$ cat src/rtl/multicycle_ctrl.sv
// Multi-cycle MIPS control FSM: sequences fetch/decode/execute/memory/writeback and
// drives every datapath strobe and mux select; also counts retired instructions.
module multicycle_ctrl #(
  parameter int CNT_W = 32,
  parameter int ST_W  = 4
) (
  input  logic             clk,
  input  logic             reset,
  input  logic [5:0]       opcode,
  input  logic             mem_ready,
  output logic             pc_write,
  output logic             pc_write_cond,
  output logic             iord,
  output logic             mem_read,
  output logic             mem_write,
  output logic             ir_write,
  output logic [1:0]       reg_dst,
  output logic [1:0]       mem_to_reg,
  output logic             reg_write,
  output logic             alu_src_a,
  output logic [1:0]       alu_src_b,
  output logic [1:0]       alu_op,
  output logic [1:0]       pc_src,
  output logic             illegal_op,
  output logic [ST_W-1:0]  state,
  output logic [CNT_W-1:0] instr_retired
);

  typedef enum logic [ST_W-1:0] {
    FETCH  = ST_W'(0),
    DECODE = ST_W'(1),
    MEMADR = ST_W'(2),
    MEMRD  = ST_W'(3),
    MEMWB  = ST_W'(4),
    MEMWR  = ST_W'(5),
    REX    = ST_W'(6),
    RWB    = ST_W'(7),
    BEQ    = ST_W'(8),
    ADDIEX = ST_W'(9),
    ADDIWB = ST_W'(10),
    JMP    = ST_W'(11),
    JAL    = ST_W'(12)
  } state_e;

  localparam logic [5:0] OP_RTYPE = 6'h00;
  localparam logic [5:0] OP_J     = 6'h02;
  localparam logic [5:0] OP_JAL   = 6'h03;
  localparam logic [5:0] OP_BEQ   = 6'h04;
  localparam logic [5:0] OP_ADDI  = 6'h08;
  localparam logic [5:0] OP_LW    = 6'h23;
  localparam logic [5:0] OP_SW    = 6'h2B;

  state_e           state_q, state_d;
  logic [CNT_W-1:0] cnt_q;
  logic             retire;
  logic             illegal;

  // Moore decode results before the reset override
  logic       pc_write_m;
  logic       pc_write_cond_m;
  logic       iord_m;
  logic       mem_read_m;
  logic       mem_write_m;
  logic       ir_write_m;
  logic [1:0] reg_dst_m;
  logic [1:0] mem_to_reg_m;
  logic       reg_write_m;
  logic       alu_src_a_m;
  logic [1:0] alu_src_b_m;
  logic [1:0] alu_op_m;
  logic [1:0] pc_src_m;

  always_comb begin
    state_d = FETCH;
    retire  = 1'b0;
    illegal = 1'b0;
    case (state_q)
      FETCH:  state_d = mem_ready ? DECODE : FETCH;
      DECODE: begin
        case (opcode)
          OP_RTYPE:      state_d = REX;
          OP_LW, OP_SW:  state_d = MEMADR;
          OP_BEQ:        state_d = BEQ;
          OP_ADDI:       state_d = ADDIEX;
          OP_J:          state_d = JMP;
          OP_JAL:        state_d = JAL;
          default: begin
            state_d = FETCH;
            illegal = 1'b1;
          end
        endcase
      end
      MEMADR: state_d = (opcode == OP_SW) ? MEMWR : MEMRD;
      MEMRD:  state_d = mem_ready ? MEMWB : MEMRD;
      MEMWB: begin
        state_d = FETCH;
        retire  = 1'b1;
      end
      MEMWR: begin
        state_d = mem_ready ? FETCH : MEMWR;
        retire  = mem_ready;
      end
      REX:    state_d = RWB;
      ADDIEX: state_d = ADDIWB;
      RWB, BEQ, ADDIWB, JMP, JAL: begin
        state_d = FETCH;
        retire  = 1'b1;
      end
      default: state_d = FETCH;
    endcase
  end

  always_ff @(posedge clk) begin
    if (reset) begin
      state_q <= FETCH;
      cnt_q   <= '0;
    end else begin
      state_q <= state_d;
      if (retire) begin
        cnt_q <= cnt_q + CNT_W'(1);
      end
    end
  end

  always_comb begin
    pc_write_m      = 1'b0;
    pc_write_cond_m = 1'b0;
    iord_m          = 1'b0;
    mem_read_m      = 1'b0;
    mem_write_m     = 1'b0;
    ir_write_m      = 1'b0;
    reg_dst_m       = 2'b00;
    mem_to_reg_m    = 2'b00;
    reg_write_m     = 1'b0;
    alu_src_a_m     = 1'b0;
    alu_src_b_m     = 2'b00;
    alu_op_m        = 2'b00;
    pc_src_m        = 2'b00;
    case (state_q)
      FETCH: begin
        // PC+1 and IR load both wait for the memory to return the instruction
        mem_read_m  = 1'b1;
        alu_src_b_m = 2'b01;
        ir_write_m  = mem_ready;
        pc_write_m  = mem_ready;
      end
      DECODE: begin
        alu_src_b_m = 2'b11;
      end
      MEMADR: begin
        alu_src_a_m = 1'b1;
        alu_src_b_m = 2'b10;
      end
      MEMRD: begin
        mem_read_m = 1'b1;
        iord_m     = 1'b1;
      end
      MEMWB: begin
        reg_write_m  = 1'b1;
        mem_to_reg_m = 2'b01;
      end
      MEMWR: begin
        mem_write_m = 1'b1;
        iord_m      = 1'b1;
      end
      REX: begin
        alu_src_a_m = 1'b1;
        alu_op_m    = 2'b10;
      end
      RWB: begin
        reg_write_m = 1'b1;
        reg_dst_m   = 2'b01;
      end
      BEQ: begin
        alu_src_a_m     = 1'b1;
        alu_op_m        = 2'b01;
        pc_write_cond_m = 1'b1;
        pc_src_m        = 2'b01;
      end
      ADDIEX: begin
        alu_src_a_m = 1'b1;
        alu_src_b_m = 2'b10;
      end
      ADDIWB: begin
        reg_write_m = 1'b1;
      end
      JMP: begin
        pc_write_m = 1'b1;
        pc_src_m   = 2'b10;
      end
      JAL: begin
        // the PC already holds the return address, written to r31 as the jump lands
        pc_write_m   = 1'b1;
        pc_src_m     = 2'b10;
        reg_write_m  = 1'b1;
        reg_dst_m    = 2'b10;
        mem_to_reg_m = 2'b10;
      end
      default: begin
        pc_write_m = 1'b0;
      end
    endcase
  end

  // reset kills every strobe in the same cycle so no in-flight write lands
  assign pc_write      = reset ? 1'b0  : pc_write_m;
  assign pc_write_cond = reset ? 1'b0  : pc_write_cond_m;
  assign iord          = reset ? 1'b0  : iord_m;
  assign mem_read      = reset ? 1'b0  : mem_read_m;
  assign mem_write     = reset ? 1'b0  : mem_write_m;
  assign ir_write      = reset ? 1'b0  : ir_write_m;
  assign reg_dst       = reset ? 2'b00 : reg_dst_m;
  assign mem_to_reg    = reset ? 2'b00 : mem_to_reg_m;
  assign reg_write     = reset ? 1'b0  : reg_write_m;
  assign alu_src_a     = reset ? 1'b0  : alu_src_a_m;
  assign alu_src_b     = reset ? 2'b00 : alu_src_b_m;
  assign alu_op        = reset ? 2'b00 : alu_op_m;
  assign pc_src        = reset ? 2'b00 : pc_src_m;
  assign illegal_op    = reset ? 1'b0  : illegal;
  assign instr_retired = reset ? '0    : cnt_q;
  assign state         = state_q;

endmodule

$ cat config.mk
export PLATFORM = sky130hd
export DESIGN_NAME = multicycle_ctrl
export DESIGN_NICKNAME = d
export VERILOG_FILES = /design/src/rtl/multicycle_ctrl.sv
export SDC_FILE = /design/constraint.sdc
export NUM_CORES = 1
export LEC_CHECK = 0
export CORE_MARGIN = 2
export CORE_UTILIZATION = 35
export CTS_CLUSTER_SIZE = 12
export DETAILED_ROUTE_END_ITERATION = 8
export GPL_ROUTABILITY_DRIVEN = 0
export HOLD_SLACK_MARGIN = 0.15
export PLACE_DENSITY = 0.73
export SYNTH_ARGS = -nofsm -noshare
export SYNTH_HDL_FRONTEND = slang
export SYNTH_SLANG_ARGS = --single-unit
$ cat constraint.sdc
create_clock -name clk -period 5.1 [get_ports clk]
set_input_delay 0.51 -clock clk [delete_from_list [all_inputs] [get_ports clk]]
set_output_delay 0.51 -clock clk [all_outputs]
set_load 0.02 [all_outputs]
## Word-level counts from Yosys, hierarchy flattened

Cells that the tools add are included.

- Register bits after elaboration: 36
- Word-level logic and storage cells: 69

- Add/subtract/negate cells: 1
- Equality and inequality tests: 18
- Mux-type cells: 37
- Reductions and logical operators: 11

Operator list:

| kind | number |
|---|---|
| adder 32 x 1 -> 32 bit, second input constant | 1 |
| 2-to-1 mux 32 bit | 1 |
| one-hot mux 4 bit (7 select lines) | 1 |
| one-hot mux 4 bit (6 select lines) | 1 |
| equality test 4 bit, second input constant | 5 |
| 2-to-1 mux 1 bit | 19 |
| equality test 4 x 3 -> 1 bit, second input constant | 4 |
| one-hot mux 2 bit (2 select lines) | 4 |
| equality test 6 x 2 -> 1 bit, second input constant | 2 |
| equality test 6 bit, second input constant | 2 |
| 2-to-1 mux 2 bit | 5 |
| OR reduction 2 bit | 5 |
| 2-to-1 mux 3 bit | 3 |
| equality test 4 x 2 -> 1 bit, second input constant | 2 |
| OR reduction 4 bit | 2 |
| OR reduction 7 bit | 1 |
| equality test 6 x 3 -> 1 bit, second input constant | 1 |
| equality test 6 x 4 -> 1 bit, second input constant | 1 |
| zero test 6 bit | 1 |
| one-hot mux 2 bit (3 select lines) | 1 |
| OR reduction 6 bit | 1 |
| equality test 4 x 1 -> 1 bit, second input constant | 1 |
| zero test 4 bit | 1 |
| one-hot mux 1 bit (2 select lines) | 2 |

## Longest topological paths before layout

- Word-level depth: 5
- Mapped depth: 7

## Least setup slack after synthesis

OpenSTA, ideal clock, no wires.

- Kind: register to output
- Start point: reg state_q[1] (netlist: state[1])
- End point: out alu_op[0]
- Data arrival time: 1.831 ns
- Data required time: 4.590 ns
- Slack: 2.759 ns
- Cell stages (with the launch flop): 4
- Path buffers: 2
- Cell sequence: dfxtp_1 > clkbuf_1 > nor4_1 > buf_4

- Cells in the longest elaborated chain, start to end: 3
- Elaborated cells on any way between the ends: 4
- Those cells by class: eq/ne: 2; mux: 2

Ends and longest elaborated chain:

| element | line | text |
|---|---|---|
| from (decl) | 53 | `state_e state_q, state_d;` |
| from (signal assigned) | 118 | `state_q <= state_d;` |
| equality test 4 bit or equality test 4 x 3 -> 1 bit (tied branches) | 139 | `case (state_q)` |
| one-hot mux 2 bit (2 select lines) * | 139 |  |
| 2-to-1 mux 2 bit * | 217 | `assign alu_op = reset ? 2'b00 : alu_op_m;` |
| to (decl) | 22 | `output logic [1:0] alu_op,` |

Every way passes the cells marked *; elsewhere a longest branch is shown, timed or not.

## Worst setup path in the final report

- Start point: reg state_q[1] (netlist: state[1])
- End point: out pc_write

- Cells in the longest elaborated chain, start to end: 4
- Elaborated cells on any way between the ends: 6
- Those cells by class: eq/ne: 2; mux: 2; reduce/logical: 2

Ends and longest elaborated chain:

| element | line | text |
|---|---|---|
| equality test 4 bit | 139 |  |
| OR reduction 2 bit (no source line) | -- |  |
| one-hot mux 1 bit (2 select lines) * | 139 |  |
| 2-to-1 mux 1 bit * | 206 | `assign pc_write = reset ? 1'b0 : pc_write_m;` |
| to (decl) | 11 | `output logic pc_write,` |

Marked as above.

==> flow_summary.ini <==
[finish]
diodes = 0
areaGrowthSynthToFinish_pct = 31.9
fin_cells = 439
utilization_pct = 47.7
drive_above_1_share_pct = 5.80
finalNetCount = 371

[power_and_ir_drop]
clkPwrFrac_pct = 38.8
p_int_w = 0.000410
netSwitchingFraction_pct = 25.2
cellPowerDensity_nw_per_um2 = 181
comb_power_share_pct = 9.2
p_leak_nw = 0.979
p_switching_w = 0.000138
seq_power_share_pct = 52.0
vdd_drop_max_uv = 132

[detailed_routing]
num_vias = 2364
vias_per_cell = 5.38
drt_wl_total_um = 5710
wl_per_cell_um = 13.0
first_pass_iters = 5
postRouteAntennaNets = 0
drtIter0Drc = 141
drc = 0

[setup_path]
required_ps = 4590
critPathLaunchType = flop
cp_top_family = simple AND/OR/NAND/NOR gates
max_stage_delay_ps = 710
rr_startpoint = state[2]$_SDFF_PP0_
slowest_stage = dfxtp_1
path_max_fanout = 17
worstSetupPathType = reg -> out
cp_num_buf_inv = 1
cp-startpoint = state[1]$_SDFF_PP0_
cp-end-kind = output pin
cp.arrival_ps = 2420
cp_cell_sequence = nor2_1 > nand2_1 > o21ai_0 > and3b_1 > or2_2 > clkdlybuf4s50_1

[synthesis]
yosysWarnings = 0
syn_area_um2 = 2300
synth_area_per_cell_um2 = 7.41
ys_seq_area_share_pct = 31.4
ys_seq_elements = 36
synth_edf_count = 0
postSynthCellCount = 310
async_reset_ff_share_pct = 0
syn-num-nets = 320
ys.flop_type = dfxtp_1
ys_types = 45

[sta]
fin_crit_ps = 2930
slew_violations = 0
worst_pin_slew_ps = 694
fin_crit_sh_pct = 57.5
fmax_mhz = 341
finalSetupViolCount = 0
setup_ws_ps = 2170
final_hold_viol_count = 0
holdWs_ps = 481
tns_ps = 0
relSlewSlack_pct = 53.7
clock_skew_ps = 2.35
rsz0062_at_grt = no

[clock_tree]
cts_resized = 0
cts.sinks = 36
cts_tree = built
clk_pin_slew_worst_paths_ps = 70
clockBufferDepth = 2
ctsHoldBuffers = 0
cts_htree_levels = 2
cts_made_buffers = 5
post_cts_buffers = 0
clkLatencyLatePin_ps = 290
root_buffer = clkbuf_8

[placement]
pre_cts_slack_ps = 2310
dp.cells = 431
dp_hpwl_um = 4070
numPortBuffers = 63

[floorplan]
core-area_um2 = 6350
initial_core_util_pct = 36.2
die_area_um2 = 7230
ios = 64
die_w_um = 85.0
row_count = 29
die_y_um = 85.0

[grt]
grt_pass1_vias = 2115
grt_pass1_wl_um = 9340
grt_usage_pct = 15.5
antenna_found_initial = 0
grt_overflow = 0
grt_max_degree = 43

[job]
drv_cap = 0

[worst_hold_path]
hold_start = cnt_q[1]$_SDFFE_PP0P_
worst_hold_path_type = reg -> reg

[outcome]
status = complete, no violations
-- cells in the final DEF (no fill, tap or decap), drive strengths merged, types with 5 or more instances in the layout --
cell            n
nand4          15
a21oi          23
nand3          15
o21ai          20
dfxtp          36
nand2          23
clkdlybuf4s50  62
nor3            8
clkbuf          6
nor2b          32
xor2           15
nor4            5
nand2b          6
nor2           39
or3            13
and3            7
-- synth_stat cells, drive strengths merged (2+ instances only) --
cell / instances / area, µm²
or2: 2 / 12.5
and2: 3 / 18.8
or4: 3 / 22.5
xnor2: 2 / 17.5
mux2: 3 / 33.8
dfxtp: 36 / 721
o31ai: 2 / 15.0
o21ai: 20 / 104
and3: 7 / 43.8
nand2b: 6 / 45.0
nand2: 23 / 86.3
xor2: 15 / 131
nor3: 8 / 40.0
o32a: 2 / 20.0
clkbuf: 14 / 53.8
and3b: 2 / 17.5
nor2: 39 / 146
nand4: 15 / 93.8
nor4: 5 / 37.5
a211oi: 2 / 27.5
or3: 13 / 81.3
nor2b: 32 / 200
buf: 6 / 35.0
nand3: 15 / 80.1
a21oi: 23 / 119
nand3b: 2 / 15.0
-- registers in the layout, summed over array words and instances, names as in the netlist --
| register | cells |
|---|---|
| cnt_q | 32 |
| state | 4 |
-- cells by family after synthesis --
logic type               synth area share, %
AND/OR/NAND/NOR                         41.3
AO/OA/AOI/OAI                           14.4
flip-flops                              31.4
buffers and inverters                   4.03
XOR/XNOR                                6.48
multiplexers                            1.91
adder cells (fa/ha/maj)                0.544
-- final timing paths --
path | to | slack (ps) | depth (start not counted)
worst min register to register | cnt_q[1]$_SDFFE_PP0P_ | 480 | 2
worst max-delay path | pc_write | 2170 | 6
worst max register to register | cnt_q[27]$_SDFFE_PP0P_ | 2570 | 5
worst min-delay path | cnt_q[1]$_SDFFE_PP0P_ | 480 | 2
-- worst min-delay path, delay by kind of cell (launching register included) --
family / cells / cell delay, ps
DFF: 1 / 330
and+or+nand+nor: 1 / 60
AOI/OAI and AO/OA: 1 / 50
-- power groups by stage --
stage | Combinational [W] | Sequential [W] | Clock, W
after global routing | 0.0000544 | 0.000285 | 0.000230
after detailed placement | 0.0000502 | 0.000291 | 0
final | 0.0000504 | 0.000285 | 0.000212
after floorplan | 0.0000305 | 0.000290 | 0
after CTS | 0.0000503 | 0.000285 | 0.000217
after global placement | 0.0000497 | 0.000291 | 0
-- layer usage --
layer  track usage (%)  up-vias  share of wire [%]
li1                  -     1198                  -
met1              20.1     1104                 48
met2              25.4       54                 47
met3              2.92        8                4.2
met4              6.35        0                1.5
met5                 0        -                  0
-- area by class of cell --
cell class | instances | area, µm²
flip-flops and latches | 36 | 721
clock inverters | 2 | 10.0
repair buffers | 64 | 633
multi-input cells | 253 | 1490
fillers | 619 | 3320
inverters | 1 | 3.75
clock buffers | 6 | 82.6
well taps | 77 | 96.3
-- through the flow --
stage	area (µm²)	power, W
after global routing	3030	0.000569
after global placement	2940	0.000341
after detailed placement	2940	0.000342
final	3030	0.000548
after CTS	3030	0.000552
after floorplan	2300	0.000321
Note: power is estimated with default switching activity, not from simulation.
==> variant (same flow settings) <==
Reset style: asynchronous (`reset`), changed in one clocked block.
--- a/src/rtl/multicycle_ctrl.sv
+++ b/src/rtl/multicycle_ctrl.sv
@@ -110,7 +110,7 @@
     endcase
   end
 
-  always_ff @(posedge clk) begin
+  always_ff @(posedge clk or posedge reset) begin
     if (reset) begin
       state_q <= FETCH;
       cnt_q   <= '0;
Behaviour: differs if reset is asserted again (counterexample within 4 cycles, from zero or initial values and one cycle with reset high); with reset held inactive, the same outputs for 10 cycles.
==> variant against the original RTL <==
- clock skew is 0.0028 ns higher
- worst setup slack worse by 0.23 ns
- via count is 14% lower
- area after synthesis is 2.8% higher
- sequential cell count stayed put
- non-clock buffer count is 1 higher
- cell area is 3.5% higher
- critical endpoint unchanged
- wire length is 9.2% lower
- synthesized cell count is 14% lower
- critical path depth is 1 lower
- first-iteration DRC count is 18% lower
Power is not compared: it rests on default switching activity, and its combinational part moved more than twofold at a synthesized area within 25%.
==> variant: results (changes against the original RTL) <==
run status complete, no violations (unchanged); Post-CTS Setup Inserts 0 (unchanged); Reg2Reg Setup Slack 2.95 ns (was 2.57 ns); vias in the first global route 1,901 (was 2,115); worst reg2reg path startpoint state[0] (was state[2]); sequential cell area fraction in the yosys report 0.381 (was 0.314); WL/cell 12.9 um (was 13.0 um); fraction of synthesis flops using an asynchronous set or reset pin 1.00 (was 0); Post-DP HPWL 3800 um (was 4070 um); Commonest cells post-synth sky130_fd_sc_hd__dfrtp_1 (36), sky130_fd_sc_hd__nor2_1 (35), sky130_fd_sc_hd__nor2b_1 (26), sky130_fd_sc_hd__xor2_1 (21), sky130_fd_sc_hd__nand3_1 (15) (was sky130_fd_sc_hd__nor2_1 (39), sky130_fd_sc_hd__dfxtp_1 (36), sky130_fd_sc_hd__nor2b_1 (32), sky130_fd_sc_hd__nand2_1 (23), sky130_fd_sc_hd__a21oi_1 (22)); depth of the worst hold-timing path 1 (was 2); GRT Resource Usage Total 0.144 (was 0.155); number of DRC markers in iteration 0 115 (was 141); area after detailed placement 3030 um^2 (was 2940 um^2); highest cell delay on the worst timing path 0.76 ns (was 0.71 ns); proportion of layout cells with a drive suffix above 1 0.0833 (was 0.0580); slowest stage cell on the critical path sky130_fd_sc_hd__dfrtp_1 (was sky130_fd_sc_hd__dfxtp_1); library cells used by synthesis 44 (was 45); worst clock skew on the final layout 0.00510 ns (was 0.00235 ns); dominant synthesized flop cell sky130_fd_sc_hd__dfrtp_1 (was sky130_fd_sc_hd__dfxtp_1); Endpoint, Worst Hold cnt_q[31] (was cnt_q[1]); net total in the final layout 333 (was 371); DR pass1 iterations 4 (was 5); wire length of the first global-routing pass 8710 um (was 9340 um); clk slew on worst S/H paths 0.08 ns; Synth Net Count 276 (was 320); largest net degree at the start of global routing 37 (was 43); terminus of the critical flop-to-flop path cnt_q[31] (was cnt_q[27]); Min-Delay Startpoint cnt_q[31] (was cnt_q[1]); worst max-slew margin expressed relative to the limit 0.563 (was 0.537); via count of the routed design 2,035 (was 2,364); worst endpoint data arrival time 2.65 ns (was 2.42 ns); cell types with the largest area share after synthesis sky130_fd_sc_hd__dfrtp_1 (38%), sky130_fd_sc_hd__xor2_1 (7.8%), sky130_fd_sc_hd__nor2b_1 (6.9%) (was sky130_fd_sc_hd__dfxtp_1 (31%), sky130_fd_sc_hd__nor2b_1 (8.7%), sky130_fd_sc_hd__nor2_1 (6.4%))
## variant: power groups by stage
stage | sequential [mW] | clock, mW | combinational [mW]
global route | 0.373 | 0.271 | 0.326
global placement | 0.371 | 0 | 0.298
finish | 0.366 | 0.250 | 0.301
detailed placement | 0.372 | 0 | 0.302
floorplan | 0.351 | 0 | 0.209
CTS | 0.366 | 0.259 | 0.303
## variant: kinds of logic (layout without fill, tap and decap cells)
kind of cell / count (synthesis) / in the layout / share of synthesized area
AOI/OAI and AO/OA: 21 / 21 / 0.0705
xor gates and xnor gates: 34 / 34 / 0.126
adders and majority gates: 1 / 1 / 0.00530
buffers and inverters: 27 / 85 / 0.0514
DFF: 36 / 36 / 0.381
muxes: 2 / 2 / 0.00900
and+or+nand+nor: 145 / 145 / 0.356
## variant: layout make-up
cell class	count	area, um^2
multi-input combinational	203	1340
inverter	12	45.0
tap	77	96.3
clock inverter	3	42.5
clock buffer	5	68.8
fill	606	3280
sequential	36	901
timing repair buffer	65	646
## variant: worst max-delay path: cells and delay by family, from the launching register on
| kind | cells | cell delay [ns] |
|---|---|---|
| simple gates | 2 | 0.56 |
| buf+inv | 2 | 0.86 |
| compound gates | 1 | 0.19 |
| flops | 1 | 0.76 |
## variant: worst max path at each step
stage	from	to	slack (ns)	cells after the start
finish	state[2]	pc_write	1.94	5
global route	state[1]	alu_src_b[1]	1.79	4
CTS	state[1]	alu_src_b[1]	1.90	4
detailed placement	reset	pc_write	1.99	5
global placement	reset	pc_write	2.00	5
floorplan	reset	alu_op[0]	2.44	4
## variant: stage by stage
stage / cells / power (mW) / util / hold WS (ns) / setup slack [ns]
after floorplan: 266 / 0.560 / - / 0.434 / 2.44
after global placement: 393 / 0.669 / 0.471 / 0.450 / 2.00
after detailed placement: 393 / 0.674 / 0.471 / 0.466 / 1.99
after CTS: 401 / 0.929 / 0.489 / 0.477 / 1.90
after global routing: 401 / 0.970 / 0.489 / 0.505 / 1.79
final: 401 / 0.917 / 0.489 / 0.472 / 1.94
## variant: routing by layer
| layer | share of wire | global-route usage |
|---|---|---|
| met1 | 0.48 | 0.194 |
| met2 | 0.47 | 0.230 |
| met3 | 0.043 | 0.0346 |
| met4 | 0.011 | 0.0447 |
| met5 | 0 | 0 |
